## config.mk

```make
export PLATFORM = sky130hd
export DESIGN_NAME = jk_bank_sched_flat
export DESIGN_NICKNAME = d
export VERILOG_FILES = /design/src/rtl/jk_bank_sched_if.sv /design/src/rtl/jk_bank_sched.sv /design/src/flat_wrapper.sv
export SDC_FILE = /design/constraint.sdc
export NUM_CORES = 1
export LEC_CHECK = 0
export CAP_MARGIN = 20
export CORE_ASPECT_RATIO = 0.9
export CORE_MARGIN = 2
export CORE_UTILIZATION = 44
export CTS_BUF_LIST = sky130_fd_sc_hd__clkbuf_8
export CTS_CLUSTER_DIAMETER = 40
export DETAILED_ROUTE_END_ITERATION = 8
export PLACE_DENSITY_LB_ADDON = 0.08
export REMOVE_ABC_BUFFERS = 1
export SLEW_MARGIN = 20
export SYNTH_ARGS = -nofsm -noshare
export SYNTH_HDL_FRONTEND = slang
export SYNTH_SLANG_ARGS = --single-unit
```

## constraint.sdc

```tcl
create_clock -name clk -period 1.7 [get_ports clk]
set_input_delay 0.34 -clock clk [delete_from_list [all_inputs] [get_ports clk]]
set_output_delay 0.34 -clock clk [all_outputs]
set_load 0.02 [all_outputs]
```

## src/rtl/jk_bank_sched_if.sv

```systemverilog
// Requester command channel for jk_bank_sched: valid/ready handshake plus
// the operation, bit mask and COUNT length carried with each command.
interface jk_bank_sched_if #(
  parameter int unsigned WIDTH = 4,
  parameter int unsigned CW    = 8
);
  logic             valid;
  logic             ready;
  logic [1:0]       op;
  logic [WIDTH-1:0] mask;
  logic [CW-1:0]    cnt;

  modport master (output valid, output op, output mask, output cnt, input ready);
  modport slave  (input valid, input op, input mask, input cnt, output ready);
endinterface

```

## src/rtl/jk_bank_sched.sv

```systemverilog
// Round-robin scheduler for a bank of WIDTH JK flip-flops shared by two
// requesters. SET/CLEAR/HOLD apply one J/K vector for a cycle; COUNT runs the
// bank as a JK-toggle binary up-counter for a programmed number of clocks.
module jk_bank_sched #(
  parameter int unsigned WIDTH = 4,
  parameter int unsigned CW    = 8
) (
  input  logic             clk,
  input  logic             rst,
  jk_bank_sched_if.slave   req0,
  jk_bank_sched_if.slave   req1,
  output logic [WIDTH-1:0] q,
  output logic [WIDTH-1:0] qbar,
  output logic             busy,
  output logic [1:0]       owner,
  output logic             wrap
);

  localparam logic [1:0] OP_HOLD  = 2'b00;
  localparam logic [1:0] OP_SET   = 2'b01;
  localparam logic [1:0] OP_CLEAR = 2'b10;
  localparam logic [1:0] OP_COUNT = 2'b11;

  typedef enum logic [1:0] {
    S_IDLE  = 2'd0,
    S_APPLY = 2'd1,
    S_COUNT = 2'd2
  } state_t;

  state_t           r_state;
  state_t           w_next_state;
  logic [WIDTH-1:0] r_q;
  logic [WIDTH-1:0] r_j;
  logic [WIDTH-1:0] r_k;
  logic [CW-1:0]    r_rem;
  logic             r_last;   // 1: last grant went to req1, so req0 is favoured
  logic             r_busy;
  logic             r_wrap;
  logic [1:0]       r_owner;

  logic             w_grant0;
  logic             w_grant1;
  logic             w_accept;
  logic [1:0]       w_op;
  logic [WIDTH-1:0] w_mask;
  logic [CW-1:0]    w_cnt;
  logic [WIDTH-1:0] w_tog;
  logic [WIDTH-1:0] w_j;
  logic [WIDTH-1:0] w_k;
  logic [WIDTH-1:0] w_q_next;

  // Arbitration: only in IDLE and never while reset is asserted
  always_comb begin
    w_grant0 = 1'b0;
    w_grant1 = 1'b0;
    if ((r_state == S_IDLE) && !rst) begin
      w_grant0 = req0.valid && (!req1.valid || r_last);
      w_grant1 = req1.valid && (!req0.valid || !r_last);
    end
  end

  assign req0.ready = w_grant0;
  assign req1.ready = w_grant1;
  assign w_accept   = w_grant0 | w_grant1;
  assign w_op       = w_grant1 ? req1.op   : req0.op;
  assign w_mask     = w_grant1 ? req1.mask : req0.mask;
  assign w_cnt      = w_grant1 ? req1.cnt  : req0.cnt;

  // Counter toggle enables: bit i toggles when all lower bits are one
  always_comb begin
    logic w_carry;
    w_tog   = '0;
    w_carry = 1'b1;
    for (int unsigned i = 0; i < WIDTH; i++) begin
      w_tog[i] = w_carry;
      w_carry  = w_carry & r_q[i];
    end
  end

  // Next state and the J/K vector presented to the bank this cycle
  always_comb begin
    w_next_state = r_state;
    w_j          = '0;
    w_k          = '0;
    unique case (r_state)
      S_IDLE: begin
        if (w_accept) begin
          w_next_state = ((w_op == OP_COUNT) && (w_cnt != '0)) ? S_COUNT : S_APPLY;
        end
      end
      S_APPLY: begin
        w_j          = r_j;
        w_k          = r_k;
        w_next_state = S_IDLE;
      end
      S_COUNT: begin
        w_j = w_tog;
        w_k = w_tog;
        if (r_rem == CW'(1)) begin
          w_next_state = S_IDLE;
        end
      end
      default: w_next_state = S_IDLE;
    endcase
    // JK characteristic equation applied per bit
    w_q_next = (w_j & ~r_q) | (~w_k & r_q);
  end

  // State register
  always_ff @(posedge clk or posedge rst) begin
    if (rst) begin
      r_state <= S_IDLE;
    end else begin
      r_state <= w_next_state;
    end
  end

  // Bank, captured command, counters and registered status outputs
  always_ff @(posedge clk or posedge rst) begin
    if (rst) begin
      r_q     <= '0;
      r_j     <= '0;
      r_k     <= '0;
      r_rem   <= '0;
      r_last  <= 1'b1;
      r_owner <= '0;
      r_busy  <= 1'b0;
      r_wrap  <= 1'b0;
    end else begin
      r_q    <= w_q_next;
      r_busy <= (w_next_state != S_IDLE);
      r_wrap <= (r_state == S_COUNT) && (&r_q);
      if (r_state == S_COUNT) begin
        r_rem <= r_rem - CW'(1);
      end
      if (w_accept) begin
        r_owner <= {w_grant1, w_grant0};
        r_last  <= w_grant1;
        // HOLD and COUNT (including COUNT 0) leave J=K=0
        r_j     <= (w_op == OP_SET)   ? w_mask : '0;
        r_k     <= (w_op == OP_CLEAR) ? w_mask : '0;
        if (w_op == OP_COUNT) begin
          r_rem <= w_cnt;
        end
      end else if (w_next_state == S_IDLE) begin
        r_owner <= '0;
      end
    end
  end

  assign q     = r_q;
  assign qbar  = ~r_q;
  assign busy  = r_busy;
  assign owner = r_owner;
  assign wrap  = r_wrap;

endmodule

```

## src/flat_wrapper.sv

```systemverilog
// flat-port wrapper written by rule: the top's interface ports become plain ports
module jk_bank_sched_flat 
#(
  parameter int unsigned WIDTH = 4,
  parameter int unsigned CW    = 8
)
  (clk, rst, q, qbar, busy, owner, wrap, req0_valid, req0_op, req0_mask, req0_cnt, req0_ready, req1_valid, req1_op, req1_mask, req1_cnt, req1_ready);
  jk_bank_sched_if #(.WIDTH(WIDTH), .CW(CW)) req0_i ();
  jk_bank_sched_if #(.WIDTH(WIDTH), .CW(CW)) req1_i ();
  input  logic clk;
  input  logic rst;
  output logic [WIDTH-1:0] q;
  output logic [WIDTH-1:0] qbar;
  output logic busy;
  output logic [1:0] owner;
  output logic wrap;
  input wire logic [$bits(req0_i.valid)-1:0] req0_valid;
  input wire logic [$bits(req0_i.op)-1:0] req0_op;
  input wire logic [$bits(req0_i.mask)-1:0] req0_mask;
  input wire logic [$bits(req0_i.cnt)-1:0] req0_cnt;
  output wire logic [$bits(req0_i.ready)-1:0] req0_ready;
  input wire logic [$bits(req1_i.valid)-1:0] req1_valid;
  input wire logic [$bits(req1_i.op)-1:0] req1_op;
  input wire logic [$bits(req1_i.mask)-1:0] req1_mask;
  input wire logic [$bits(req1_i.cnt)-1:0] req1_cnt;
  output wire logic [$bits(req1_i.ready)-1:0] req1_ready;
  assign req0_i.valid = req0_valid;
  assign req0_i.op = req0_op;
  assign req0_i.mask = req0_mask;
  assign req0_i.cnt = req0_cnt;
  assign req0_ready = req0_i.ready;
  assign req1_i.valid = req1_valid;
  assign req1_i.op = req1_op;
  assign req1_i.mask = req1_mask;
  assign req1_i.cnt = req1_cnt;
  assign req1_ready = req1_i.ready;
  jk_bank_sched #(.WIDTH(WIDTH), .CW(CW)) u_core (.clk(clk), .rst(rst), .req0(req0_i), .req1(req1_i), .q(q), .qbar(qbar), .busy(busy), .owner(owner), .wrap(wrap));
endmodule
```

After elaboration in Yosys (flattened, before gate mapping)
Cells that the tools add are included.
Widths: inputs -> output; s select.
{ "totals": {"register_bits": 27, "latchBits": 0, "ramBits": 0, "mem_bits_ro": 0, "out_inout_bits": 14, "word_cells": 59, "memories": 0} }
{ "classes": {"addsub": 1, "multipliers": 0, "n_div": 0, "magnitude_cmp": 0, "n_eq_ne": 6, "shift": 0, "muxes": 18, "n_bitwise": 8, "n_reduce_logical": 17} }
{ "op_table": {"columns": ["op", "n"], "rows": [
  ["$mux 8", 4],
  ["$pmux 4 s2", 2],
  ["$mux 2", 6],
  ["$mux 4", 3],
  ["$and 4x4->4", 2],
  ["$eq 8x1->1 const B", 1],
  ["$not 4->4", 2],
  ["$reduce_bool 8->1", 1],
  ["$sub 8x1->8 const B", 1],
  ["$eq 2x2->1 const B", 3],
  ["$logic_and 1x1->1", 5],
  ["$eq 2x1->1 const B", 2],
  ["$logic_not 1->1", 4],
  ["$logic_not 2->1", 2],
  ["$or 4x4->4", 1],
  ["$pmux 2 s2", 1],
  ["$reduce_and 4->1", 1],
  ["$reduce_bool 2->1", 2],
  ["$and 1x1->1", 2],
  ["$logic_or 1x1->1", 2],
  ["$mux 1", 2],
  ["$or 1x1->1", 1]
]} }

Logic depth before layout (Yosys ltp)
{ "logic_depth": {"word_depth": 13, "mapped_depth": 7} }

Worst setup path after synthesis
OpenSTA, ideal clock, no wires.
{ "synth_timing": {"kind": "register to output", "from": "register u_core.r_state[0]", "to": "output port req1_ready", "arrival_ns": 1.459, "path_slack_ns": -0.099, "stages_incl_launch_ff": 7, "path_buffers": 1, "path_cell_list": "dfrtp_1 inv_1 ha_1 and2b_4 nand3_2 buf_4 inv_1"} }
{ "synth_between": {"elab_chain_cells": 3} }
{ "synth_lines": {"columns": ["item", "line", "rtl"], "rows": [
  ["start, declared", "jk_bank_sched.sv:30", "state_t r_state;"],
  ["start signal, assigned", "jk_bank_sched.sv:114", "r_state <= w_next_state;"],
  ["$logic_not 2->1", "jk_bank_sched.sv:56", "if ((r_state == S_IDLE) && !rst) begin"],
  ["$logic_and 1x1->1", "jk_bank_sched.sv:56", null],
  ["$mux 1", "jk_bank_sched.sv:56", null],
  ["end, declared", "flat_wrapper.sv:26", "output wire logic [$bits(req1_i.ready)-1:0] req1_ready;"]
]} }
Every way passes these cells.

Final worst setup path
{ "layout_timing": {"from": "input port req0_valid", "to": "register u_core.r_rem[2]"} }
{ "layout_between": {"elab_chain_cells": 8, "word_cells_on_any_way": 12, "cone_classes": "1 x eq/ne; 6 x mux; 1 x bitwise; 4 x reduce/logical"} }
{ "layout_lines": {"columns": ["item", "line", "rtl"], "rows": [
  ["start, declared", "flat_wrapper.sv:17", "input wire logic [$bits(req0_i.valid)-1:0] req0_valid;"],
  ["$logic_not 1->1", "jk_bank_sched.sv:58", "w_grant1 = req1.valid && (!req0.valid || !r_last);"],
  ["$logic_or 1x1->1", "jk_bank_sched.sv:58", null],
  ["$logic_and 1x1->1", "jk_bank_sched.sv:58", null],
  ["$mux 1", "jk_bank_sched.sv:56", null],
  ["$mux 2", "jk_bank_sched.sv:65", "assign w_op = w_grant1 ? req1.op : req0.op;"],
  ["$eq 2x2->1", "jk_bank_sched.sv:142", "if (w_op == OP_COUNT) begin"],
  ["$mux 8", "jk_bank_sched.sv:142", null],
  ["$mux 8 (*)", "jk_bank_sched.sv:136", "if (w_accept) begin"],
  ["end signal, assigned", "jk_bank_sched.sv:134", "r_rem <= r_rem - CW'(1);"],
  ["end signal, assigned", "jk_bank_sched.sv:143", "r_rem <= w_cnt;"],
  ["end, declared", "jk_bank_sched.sv:35", "logic [CW-1:0] r_rem;"]
]} }
Every way passes the cells marked *; elsewhere a longest branch is shown, timed or not.
A chain may end at the register's enable or synchronous reset.

==> flow_summary.json <==
{
  "outcome": "finished with violations",
  "violations": "negative setup slack",
  "final.setup.worst_slack_ns": -0.102,
  "crit_fanout": 5,
  "worst_pin_slew_ns": 0.473,
  "hold_buffers": 0,
  "design.core.area_um2": 3450,
  "postPlaceCellArea_um2": 2290,
  "cts_sinks": 27,
  "ios": 46,
  "period_share": 1.06,
  "rrSetupSlack_ns": -0.06,
  "grt_max_degree": 19,
  "synthesis.instances": 167,
  "hold_viol": 0,
  "syn_area_um2": 1620,
  "drcViolationCount": 0,
  "cts.clk_slew.worst_paths_ns": 0.11,
  "relSlewSlack": 0.682,
  "setup_violations": 18,
  "wire_per_inst_um": 15.9,
  "synth.area.mux_share": 0.125,
  "layout_min_cycle_time_ns": 1.80,
  "synth_compound_area_frac": 0.167,
  "final_core_util": 0.741,
  "stdcell_area_um2": 2560,
  "port_buffers": 45,
  "yosysUniqueCellTypes": 36,
  "diodes": 0,
  "clock_tree.root_cell": "clkbuf_8",
  "antenna_found_initial": 0,
  "routed_wl_um": 4570,
  "initial_core_util": 0.468,
  "avgSynthCellArea_um2": 9.67,
  "critical_path_required_ns": 1.89,
  "peakVddDrop_mv": 0.864,
  "track_usage": 0.228,
  "ys_async_sr_fraction": 1.00,
  "r2r_end": "u_core.r_rem[2]$_DFF_PP0_",
  "seq_area_frac_synth": 0.419,
  "gp_congestion": 0.803,
  "cts_max_level": 1,
  "clkLatencyLatePin_ns": 0.29,
  "rsz0062_at_grt": "yes",
  "cts_tree": "yes",
  "via_per_inst": 5.54,
  "synth_top_family_by_area": "compound AO/OA/AOI/OAI gates",
  "die_y_um": 61.5,
  "drtIter0Drc": 90,
  "clock_path_buffers": 2,
  "synth-edff-count": 0,
  "cp.arrival_ns": 1.99,
  "finalNetCount": 281,
  "ys.flop_type": "dfrtp_1",
  "synth_warnings": 0,
  "synth_seq_cells": 27,
  "cap_violations": 0,
  "synthXorXnorAreaFrac": 0.0380,
  "p_leak_nw": 1.19,
  "die_area_um2": 4170,
  "row_count": 20,
  "drtPass1Iterations": 4,
  "fmax_mhz": 555,
  "grt-ovfl-total": 0,
  "powerDensity_nw_per_um2": 1300,
  "die_w_um": 67.9,
  "vias": 1591,
  "path_class": "input pin to flop",
  "hold_class": "input pin to asynchronous set/reset pin",
  "slew_violations": 0,
  "rr_startpoint": "u_core.r_state[1]$_DFF_PP0_",
  "finClkSkew_ns": 0.0219,
  "area_growth_pct": 58.5,
  "hpwl_um": 3250,
  "synth-simple-area-share": 0.153,
  "endpoint_kind": "flop",
  "worstSetupStartpointType": "input pin",
  "cts_buffers": 3,
  "drive_gt1_frac": 0.272,
  "grt_pass1_wl_um": 6980,
  "first_global_vias": 1541,
  "reg2regPathDepth": 8,
  "synth_adder_area_share": 0.0387,
  "antenna_left": 0
}
[cells in the final DEF (no fill, tap or decap), types with 2 or more instances in the layout]
master,synthesis,layout
dlygate4sd2_1,0,5
inv_1,15,12
nor2_1,5,5
clkbuf_8,0,3
a32oi_1,2,2
a21oi_1,8,8
nor4b_4,0,2
o211ai_1,2,2
dlymetal6s2s_1,0,4
clkdlybuf4s50_1,0,34
nor3_2,1,2
nor4_1,6,6
nand3_1,2,2
o31ai_2,0,7
a22oi_1,2,2
o21ai_0,6,5
a31oi_4,0,2
a31oi_1,5,2
buf_6,0,7
mux2i_1,19,19
dfrtp_1,26,26
nand2_1,19,19
nand3b_1,2,2
buf_4,2,29
o31ai_1,11,4
ha_4,0,2
ha_1,5,3
xnor2_1,3,3
xor2_1,4,4
inv_2,0,3
[flip-flops by register name, indices dropped and copies added (netlist names)]
name,flops
u_core.r_last,1
u_core.r_rem,8
u_core.owner,2
u_core.q,4
u_core.r_k,4
u_core.r_j,4
u_core.busy,1
u_core.r_state,2
u_core.wrap,1
[cell type report]
cell class	instances	area (um2)
well taps	44	55.1
multi-input cells	118	992
clock inverters	1	7.51
flip-flops and latches	27	677
clock buffers	3	41.3
fillers	243	893
repair buffers	79	731
inverters	15	56.3
[power breakdown]
part	internal [W]	switching, W
Clock	0.000167	0.000222
Sequential	0.000904	0.000242
Combinational	0.000879	0.000924
Total	0.00195	0.00139
[critical path, cell delays in order]
cell and delay [ns]:
clkdlybuf4s50_1 0.46, buf_4 0.17, and2_2 0.25, nor3_2 0.28, or2_4 0.18, buf_6 0.11
mux2i_1 0.20
[cells by family after synthesis]
kind of cell / count (synthesis)
and+or+nand+nor: 46
AOI/OAI and AO/OA: 40
DFF: 27
buffers and inverters: 22
muxes: 20
xor gates and xnor gates: 7
adders and majority gates: 5
[repair_timing]
item	CTS	global route
buffers inserted	4	2
resized for setup	37	17
pin swaps	11	1
setup endpoints to repair	24	27
[routing by layer]
layer	GRT usage	vias up	routed length (um)
met1	0.290	771	2060
met4	0.0600	0	59
met2	0.399	55	2230
met5	0	-	0
li1	-	759	-
met3	0.0475	6	220
[synth_stat cells (2+ instances only)]
cell	count	area, um2
nor2_1	5	18.8
ha_1	5	62.6
nor4b_1	3	26.3
buf_2	4	20.0
nand3_1	2	10.0
o21ai_0	6	30.0
a21oi_1	8	40.0
o211ai_1	2	15.0
nor4_1	6	37.5
a31oi_1	5	31.3
xor2_1	4	35.0
and2_1	2	12.5
a32oi_1	2	17.5
dfrtp_1	26	651
buf_4	2	15.0
nand2_1	19	71.3
a22oi_1	2	15.0
xnor2_1	3	26.3
mux2i_1	19	190
nand3b_1	2	15.0
o31ai_1	11	82.6
inv_1	15	56.3
[how the worst max path moves through the flow]
| stage | slack (ns) | cells past startpoint | from | endpoint |
|---|---|---|---|---|
| global placement | -0.42 | 5 | rst | req1_ready |
| finish | -0.10 | 7 | req0_valid | u_core.r_rem[2]$_DFF_PP0_ |
| global route | -0.15 | 7 | req0_valid | u_core.r_rem[2]$_DFF_PP0_ |
| CTS | -0.06 | 7 | req0_valid | u_core.r_rem[2]$_DFF_PP0_ |
| detailed placement | -0.43 | 5 | rst | req1_ready |
| floorplan | -0.28 | 3 | req1_valid | u_core.r_state[0]$_DFF_PP0_ |
[metrics by stage]
| step | TNS (ns) | std cells | worst slack, ns | hold WS [ns] | power, W |
|---|---|---|---|---|---|
| floorplan | -2.98 | 160 | -0.275 | 0.392 | 0.00200 |
| global placement | -5.57 | 277 | -0.422 | 0.472 | 0.00268 |
| detailed placement | -6.41 | 277 | -0.433 | 0.471 | 0.00273 |
| CTS | -0.297 | 285 | -0.0600 | 0.492 | 0.00321 |
| global route | -2.12 | 287 | -0.148 | 0.525 | 0.00357 |
| finish | -0.767 | 287 | -0.102 | 0.492 | 0.00334 |
Power figures use the tool's default switching activity.
